===== config.mk =====
export PLATFORM = sky130hd
export DESIGN_NAME = banana_collision_detector_flat
export DESIGN_NICKNAME = d
export VERILOG_FILES = /design/src/rtl/space_invaders_pkg.sv /design/src/rtl/banana_collision_detector_if.sv /design/src/rtl/frame_event_latch.sv /design/src/rtl/banana_collision_detector.sv /design/src/flat_wrapper.sv
export SDC_FILE = /design/constraint.sdc
export NUM_CORES = 1
export LEC_CHECK = 0
export CAP_MARGIN = 10
export CORE_UTILIZATION = 49
export DETAILED_ROUTE_END_ITERATION = 16
export MAX_ROUTING_LAYER = met4
export PLACE_DENSITY = 0.78
export SLEW_MARGIN = 20
export SYNTH_ARGS = -nofsm -noshare
export SYNTH_HDL_FRONTEND = slang
export SYNTH_SLANG_ARGS = --single-unit

===== constraint.sdc =====
create_clock -name clk -period 2 [get_ports clk]
set_input_delay 0.4 -clock clk [delete_from_list [all_inputs] [get_ports clk]]
set_output_delay 0.4 -clock clk [all_outputs]
set_load 0.01 [all_outputs]

===== src/rtl/space_invaders_pkg.sv =====
// ============================================================================
// Module      : space_invaders_pkg
// Description : Shared edge codes, collision categories and detector states.
// Revision    : 1.0 - initial release
// ============================================================================
`default_nettype none

package space_invaders_pkg;

    localparam logic [3:0] EDGE_LEFT   = 4'h8;
    localparam logic [3:0] EDGE_TOP    = 4'h4;
    localparam logic [3:0] EDGE_RIGHT  = 4'h2;
    localparam logic [3:0] EDGE_BOTTOM = 4'h1;

    // Bit positions of the collision categories inside per-category vectors
    localparam int CAT_PLAYER  = 0;
    localparam int CAT_INVADER = 1;
    localparam int CAT_SHIELD  = 2;
    localparam int CAT_BORDER  = 3;
    localparam int NUM_CATS    = 4;

    typedef enum logic [0:0] {
        WAIT_SOF = 1'b0,
        ACCUM    = 1'b1
    } collision_state_t;

endpackage

`default_nettype wire


===== src/rtl/banana_collision_detector_if.sv =====
// ============================================================================
// Module      : banana_collision_detector_if
// Description : Scene drawing requests in, per-frame collision report out.
// Revision    : 1.0 - initial release
// ============================================================================
`default_nettype none

interface banana_collision_detector_if #(
    parameter int COUNT_WIDTH = 8
);
    logic                   startOfFrame;
    logic                   bananaActive;
    logic                   bananaDrawingRequest;
    logic [3:0]             bananaHitEdgeCode;
    logic                   playerDrawingRequest;
    logic                   invadersDrawingRequest;
    logic                   shieldDrawingRequest;
    logic                   borderDrawingRequest;

    logic                   hitPlayer;
    logic                   hitInvader;
    logic                   hitShield;
    logic                   hitBorder;
    logic [3:0]             hitEdgeCode;
    logic [COUNT_WIDTH-1:0] invaderOverlapCount;
    logic                   frameValid;

    modport master (
        output startOfFrame, bananaActive, bananaDrawingRequest, bananaHitEdgeCode,
               playerDrawingRequest, invadersDrawingRequest, shieldDrawingRequest,
               borderDrawingRequest,
        input  hitPlayer, hitInvader, hitShield, hitBorder, hitEdgeCode,
               invaderOverlapCount, frameValid
    );

    modport slave (
        input  startOfFrame, bananaActive, bananaDrawingRequest, bananaHitEdgeCode,
               playerDrawingRequest, invadersDrawingRequest, shieldDrawingRequest,
               borderDrawingRequest,
        output hitPlayer, hitInvader, hitShield, hitBorder, hitEdgeCode,
               invaderOverlapCount, frameValid
    );

endinterface

`default_nettype wire


===== src/rtl/frame_event_latch.sv =====
// ============================================================================
// Module      : frame_event_latch
// Description : Sticky per-frame event flag, reported as a one-cycle pulse.
// Revision    : 1.0 - initial release
// ============================================================================
`default_nettype none

module frame_event_latch (
    input  wire logic clk,
    input  wire logic reset,
    input  wire logic evt,
    input  wire logic clear,
    output logic      pulse
);

    logic r_flag;
    logic r_pulse;

    // On clear the finished frame is reported and the new frame starts with
    // this cycle's event already included.
    always_ff @(posedge clk or posedge reset) begin
        if (reset) begin
            r_flag  <= 1'b0;
            r_pulse <= 1'b0;
        end else if (clear) begin
            r_pulse <= r_flag;
            r_flag  <= evt;
        end else begin
            r_pulse <= 1'b0;
            r_flag  <= r_flag | evt;
        end
    end

    assign pulse = r_pulse;

endmodule

`default_nettype wire


===== src/rtl/banana_collision_detector.sv =====
// ============================================================================
// Module      : banana_collision_detector
// Description : Accumulates banana overlaps per frame, reports at next SOF.
// Revision    : 1.0 - initial release
// ============================================================================
`default_nettype none

module banana_collision_detector
    import space_invaders_pkg::*;
#(
    parameter int COUNT_WIDTH = 8
) (
    input  wire logic                  clk,
    input  wire logic                  reset,
    banana_collision_detector_if.slave bus
);

    localparam logic [COUNT_WIDTH-1:0] c_count_max = '1;
    localparam logic [COUNT_WIDTH-1:0] c_count_one = {{(COUNT_WIDTH-1){1'b0}}, 1'b1};

    collision_state_t       r_state;
    collision_state_t       w_state_next;
    logic                   w_accepting;
    logic                   w_report;
    logic                   w_banana_on;
    logic [NUM_CATS-1:0]    w_overlap;
    logic [NUM_CATS-1:0]    w_evt;
    logic [NUM_CATS-1:0]    w_pulse;
    logic [3:0]             r_edge_acc;
    logic [COUNT_WIDTH-1:0] r_count;
    logic [3:0]             r_hit_edge_code;
    logic [COUNT_WIDTH-1:0] r_overlap_count;
    logic                   r_frame_valid;

    assign w_banana_on             = bus.bananaActive & bus.bananaDrawingRequest;
    assign w_overlap[CAT_PLAYER]   = w_banana_on & bus.playerDrawingRequest;
    assign w_overlap[CAT_INVADER]  = w_banana_on & bus.invadersDrawingRequest;
    assign w_overlap[CAT_SHIELD]   = w_banana_on & bus.shieldDrawingRequest;
    assign w_overlap[CAT_BORDER]   = w_banana_on & bus.borderDrawingRequest;
    assign w_evt                   = w_overlap & {NUM_CATS{w_accepting}};

    always_ff @(posedge clk or posedge reset) begin
        if (reset) begin
            r_state <= WAIT_SOF;
        end else begin
            r_state <= w_state_next;
        end
    end

    // Before the first SOF only the SOF cycle itself is accepted, so the
    // partial frame after reset never reaches a report.
    always_comb begin
        w_state_next = r_state;
        w_accepting  = 1'b0;
        w_report     = 1'b0;
        case (r_state)
            WAIT_SOF: begin
                w_accepting = bus.startOfFrame;
                if (bus.startOfFrame) begin
                    w_state_next = ACCUM;
                end
            end
            ACCUM: begin
                w_accepting = 1'b1;
                w_report    = bus.startOfFrame;
            end
            default: begin
                w_state_next = WAIT_SOF;
            end
        endcase
    end

    for (genvar gi = 0; gi < NUM_CATS; gi++) begin : g_latch
        frame_event_latch u_latch (
            .clk   (clk),
            .reset (reset),
            .evt   (w_evt[gi]),
            .clear (bus.startOfFrame),
            .pulse (w_pulse[gi])
        );
    end

    always_ff @(posedge clk or posedge reset) begin
        if (reset) begin
            r_edge_acc      <= 4'h0;
            r_count         <= '0;
            r_hit_edge_code <= 4'h0;
            r_overlap_count <= '0;
            r_frame_valid   <= 1'b0;
        end else begin
            if (bus.startOfFrame) begin
                r_edge_acc <= w_evt[CAT_BORDER] ? bus.bananaHitEdgeCode : 4'h0;
                r_count    <= w_evt[CAT_INVADER] ? c_count_one : '0;
            end else if (r_state == ACCUM) begin
                if (w_evt[CAT_BORDER]) begin
                    r_edge_acc <= r_edge_acc | bus.bananaHitEdgeCode;
                end
                if (w_evt[CAT_INVADER] && (r_count != c_count_max)) begin
                    r_count <= r_count + c_count_one;
                end
            end
            if (w_report) begin
                r_hit_edge_code <= r_edge_acc;
                r_overlap_count <= r_count;
                r_frame_valid   <= 1'b1;
            end
        end
    end

    assign bus.hitPlayer           = w_pulse[CAT_PLAYER];
    assign bus.hitInvader          = w_pulse[CAT_INVADER];
    assign bus.hitShield           = w_pulse[CAT_SHIELD];
    assign bus.hitBorder           = w_pulse[CAT_BORDER];
    assign bus.hitEdgeCode         = r_hit_edge_code;
    assign bus.invaderOverlapCount = r_overlap_count;
    assign bus.frameValid          = r_frame_valid;

endmodule

`default_nettype wire


===== src/flat_wrapper.sv =====
// flat-port wrapper written by rule: the top's interface ports become plain ports
module banana_collision_detector_flat import space_invaders_pkg::*;
#(
    parameter int COUNT_WIDTH = 8
)
  (clk, reset, bus_startOfFrame, bus_bananaActive, bus_bananaDrawingRequest, bus_bananaHitEdgeCode, bus_playerDrawingRequest, bus_invadersDrawingRequest, bus_shieldDrawingRequest, bus_borderDrawingRequest, bus_hitPlayer, bus_hitInvader, bus_hitShield, bus_hitBorder, bus_hitEdgeCode, bus_invaderOverlapCount, bus_frameValid);
  banana_collision_detector_if #(.COUNT_WIDTH(COUNT_WIDTH)) bus_i ();
  input  wire logic clk;
  input  wire logic reset;
  input wire logic [$bits(bus_i.startOfFrame)-1:0] bus_startOfFrame;
  input wire logic [$bits(bus_i.bananaActive)-1:0] bus_bananaActive;
  input wire logic [$bits(bus_i.bananaDrawingRequest)-1:0] bus_bananaDrawingRequest;
  input wire logic [$bits(bus_i.bananaHitEdgeCode)-1:0] bus_bananaHitEdgeCode;
  input wire logic [$bits(bus_i.playerDrawingRequest)-1:0] bus_playerDrawingRequest;
  input wire logic [$bits(bus_i.invadersDrawingRequest)-1:0] bus_invadersDrawingRequest;
  input wire logic [$bits(bus_i.shieldDrawingRequest)-1:0] bus_shieldDrawingRequest;
  input wire logic [$bits(bus_i.borderDrawingRequest)-1:0] bus_borderDrawingRequest;
  output wire logic [$bits(bus_i.hitPlayer)-1:0] bus_hitPlayer;
  output wire logic [$bits(bus_i.hitInvader)-1:0] bus_hitInvader;
  output wire logic [$bits(bus_i.hitShield)-1:0] bus_hitShield;
  output wire logic [$bits(bus_i.hitBorder)-1:0] bus_hitBorder;
  output wire logic [$bits(bus_i.hitEdgeCode)-1:0] bus_hitEdgeCode;
  output wire logic [$bits(bus_i.invaderOverlapCount)-1:0] bus_invaderOverlapCount;
  output wire logic [$bits(bus_i.frameValid)-1:0] bus_frameValid;
  assign bus_i.startOfFrame = bus_startOfFrame;
  assign bus_i.bananaActive = bus_bananaActive;
  assign bus_i.bananaDrawingRequest = bus_bananaDrawingRequest;
  assign bus_i.bananaHitEdgeCode = bus_bananaHitEdgeCode;
  assign bus_i.playerDrawingRequest = bus_playerDrawingRequest;
  assign bus_i.invadersDrawingRequest = bus_invadersDrawingRequest;
  assign bus_i.shieldDrawingRequest = bus_shieldDrawingRequest;
  assign bus_i.borderDrawingRequest = bus_borderDrawingRequest;
  assign bus_hitPlayer = bus_i.hitPlayer;
  assign bus_hitInvader = bus_i.hitInvader;
  assign bus_hitShield = bus_i.hitShield;
  assign bus_hitBorder = bus_i.hitBorder;
  assign bus_hitEdgeCode = bus_i.hitEdgeCode;
  assign bus_invaderOverlapCount = bus_i.invaderOverlapCount;
  assign bus_frameValid = bus_i.frameValid;
  banana_collision_detector #(.COUNT_WIDTH(COUNT_WIDTH)) u_core (.clk(clk), .reset(reset), .bus(bus_i));
endmodule

==> results by group <==
Floorplanning
  • Top Ports: 30
  • Die X-Extent: around 55 µm
  • Placeable Area: between 2000 and 3000 µm²
  • Die area: ~3000 µm²
  • Initial Utilization: roughly 54%
  • Floorplan row count: 18
  • Die Y: 55.12 µm

Synth
  • Area share of the largest cell type after synthesis: roughly 60%
  • Commonest cells in the netlist: 34 x dfrtp_1, 11 x mux2_2, 7 x a22o_1
  • Post-synthesis compound-gate area fraction: under 10%
  • Yosys reg bits: 34
  • Top-count cell post-synth: dfrtp_1
  • Synth Area per Inst: between 10 and 15 µm²
  • Post-synth ARST share: 100.0%
  • Syn nets: about 120
  • Synthesized area: around 1400 µm²
  • Yosys warning total: 0
  • Yosys cell types: 33
  • Cell types occupying the most area after synthesis: dfrtp_1 62%, mux2_2 9.0%, a22o_1 4.4%
  • Yosys top cell by area: dfrtp_1
  • Syn Inst Count: 102
  • Mux cell area share after synthesis: between 10% and 20%
  • EDFF count, synth: 0
  • Top_reg_cell synth: dfrtp_1
  • Post-Synth Simple-Gate Area: between 10% and 20%
  • Largest family of logic cells by synthesized area: simple AND/OR/NAND/NOR gates
  • Adder-Cell Fraction of Synth Area: 0.9050%
  • Post-synthesis xor/xnor area fraction: between 2 and 3%
  • Post-synthesis sequential area ratio: approximately three fifths

Critical path
  • Slowest stage delay, CP: roughly 540 ps
  • Startpoint Class: flip-flop
  • Worst Path Required: ~1600 ps
  • WP data arrival: around 1200 ps
  • Crit-path leading delay family: buffers and inverters
  • R2R depth: 5
  • FF-to-FF End: u_core.r_count[7]
  • Buf+Inv Stages, Crit Path: 1
  • Reg2reg setup slack: ~450 ps
  • Crit-path cells: clkdlybuf4s50_1
  • Slowest cell on the critical path: clkdlybuf4s50_1
  • FF-to-FF Start: u_core.r_count[0]
  • Worst Setup End Kind: output port
  • WS Path Type: reg2out
  • Worst Path Max Fanout: 2

Global route
  • Vias in the first global route: roughly 900
  • Initial antenna violation count: 0
  • Total grt overflow: 0
  • Largest net degree at the start of global routing: 35
  • Wire length of the first global-routing pass: roughly 3900 µm
  • All-Layer GR Usage: between 10% and 20%

Timing
  • Max-Slew Margin vs Limit: between 70% and 80%
  • Final setup fails: 0
  • Clock Skews: between 4 and 5 ps
  • Period minus WS final: 1623 ps
  • Measured slew at the worst slew-check pin: around 410 ps
  • Setup tns final: 0 ps
  • Fmax: 616.3 MHz
  • RSZ-0062 raised after global routing: false
  • Final Hold Violating Endpoints: 0
  • Post-route clock period utilization: between 80% and 90%
  • Final Max Slew Viols: 0

Layout
  • Number of fill cells: around 200
  • Multi-input gate area: roughly 500 µm²
  • Share of cells above drive strength 1: between 20 and 25%
  • Diode count: 0
  • Storage cell area: about 850 µm²
  • Nets: roughly 150
  • Synthesis-to-layout area growth: 29.59%

Placement
  • Routability cong.: between 0.7 and 0.8
  • IO Port Bufs: 29
  • DP HPWL: 1733 µm

Route
  • Routed wire length: approximately 2400 µm
  • Drt initial violations: 7
  • DR vias/cell: between 5 and 6
  • Remaining DRCs: 0
  • Vias post-DR: between 900 and 1000
  • Drt pass-1 iters: 4
  • Wire per inst: between 10 and 15 µm
  • Antenna viol nets, final: 0

Power
  • Total power: between 0.001 and 0.0015 W
  • Int Power: 0.0009583 W
  • Comb power frac: between 10% and 20%
  • Maximum vdd drop: roughly 0.62 mV
  • Clock group share of total power: between 30% and 40%
  • Sequential share of power: approximately three fifths
  • P_leak: around 0.84 nW
  • P_sw: 0.0002850 W
  • Power density cells: between 600 and 700 nW/µm²
  • Sw Share: between 20 and 25%

Clock tree
  • Total CTS buffers: 5
  • Post-cts gate resize count: 0
  • Clock Latency Late Sink: ~330 ps
  • Post-CTS Setup Bufs: 0
  • CTS clk-pin slew, worst paths: 100 ps
  • Clk buf depth: 2
  • H-tree depth: 2
  • Root buf cell: clkbuf_4
  • Post-CTS Hold Buffers: 0
  • CTS sink cnt: 34
  • CTS tree: yes

Flow run
  • Number of max-cap violations: 0

Hold path
  • Worst Hold Class: in2async

Outcome
  • Status: completed
[logic make-up (layout without fill, tap and decap cells)]
| logic type | count (synthesis) | after routing |
|---|---|---|
| adders and majority gates | 1 | 1 |
| xor gates and xnor gates | 4 | 4 |
| and+or+nand+nor | 29 | 29 |
| muxes | 13 | 13 |
| buffers and inverters | 5 | 44 |
| DFF | 34 | 34 |
| AOI/OAI and AO/OA | 16 | 16 |
[cell usage in the layout, fill, tap and decap left out, types with 2 or more instances in the layout]
cell	instances
dfrtp_1	34
clkdlybuf4s50_1	29
mux2_2	11
a22o_1	7
nor2_1	6
clkbuf_4	5
nand2_1	4
xor2_1	4
and2_1	4
buf_4	4
o21ai_0	3
inv_1	2
nand4_1	2
o211ai_1	2
and3_1	2
[worst max path at each step]
stage	to	from	slack, ps	cells after the start
2_1_floorplan	u_core.r_count[5]	u_core.r_count[0]	590	5
3_3_place_gp	u_core.r_count[5]	bus_invadersDrawingRequest	190	5
3_5_place_dp	u_core.r_count[5]	bus_invadersDrawingRequest	160	5
4_1_cts	bus_frameValid	u_core.bus.frameValid	360	1
5_1_grt	bus_invaderOverlapCount[6]	u_core.bus.invaderOverlapCount[6]	280	1
6_report	bus_invaderOverlapCount[7]	u_core.bus.invaderOverlapCount[7]	380	1
[state kept, by name, summed over array words and instances, names as in the netlist]
| signal | cells |
|---|---|
| u_core.bus.frameValid | 1 |
| u_core.g_latch.u_latch.pulse | 4 |
| u_core.bus.invaderOverlapCount | 8 |
| u_core.g_latch.u_latch.r_flag | 4 |
| u_core.r_count | 8 |
| u_core.r_edge_acc | 4 |
| u_core.bus.hitEdgeCode | 4 |
| u_core.r_state | 1 |
[power by group through the flow]
stage / Clock, W / Sequential [W] / Combinational (W)
2_1_floorplan: 0 / 0.000744 / 0.0000543
3_3_place_gp: 0 / 0.000738 / 0.000129
3_5_place_dp: 0 / 0.000740 / 0.000132
4_1_cts: 0.000402 / 0.000727 / 0.000132
5_1_grt: 0.000432 / 0.000731 / 0.000143
6_report: 0.000387 / 0.000726 / 0.000130
[routing by layer]
layer  part of all wire (%)  up-vias  global-route usage, %
li1                       -      450                      -
met1                     44      462                  21.99
met2                     50       22                  31.93
met3                    5.6        2                  8.197
met4                   0.41        0                  7.500
met5                      0        -                      -
[per-stage QoR]
stage,cells,utilization (%),setup WS (ps),instance area [µm²],hold WS (ps)
floorplan,102,-,586.6,1383,445.5
CTS,171,69.79,355.0,1792,460.2
global placement,163,67.45,193.6,1732,449.2
finish,171,69.79,377.3,1792,445.6
detailed placement,163,67.45,159.6,1732,466.2
global route,171,69.79,280.7,1792,506.9
[cell type report]
type / instances / share of cell area [%]
Sequential cell: 34 / 47.49
Multi-Input combinational cell: 63 / 28.56
Timing Repair Buffer: 33 / 17.88
Clock buffer: 7 / 3.073
Tap cell: 30 / 2.095
Inverter: 3 / 0.6285
Clock inverter: 1 / 0.2793
Note: power is estimated with default switching activity, not from simulation.
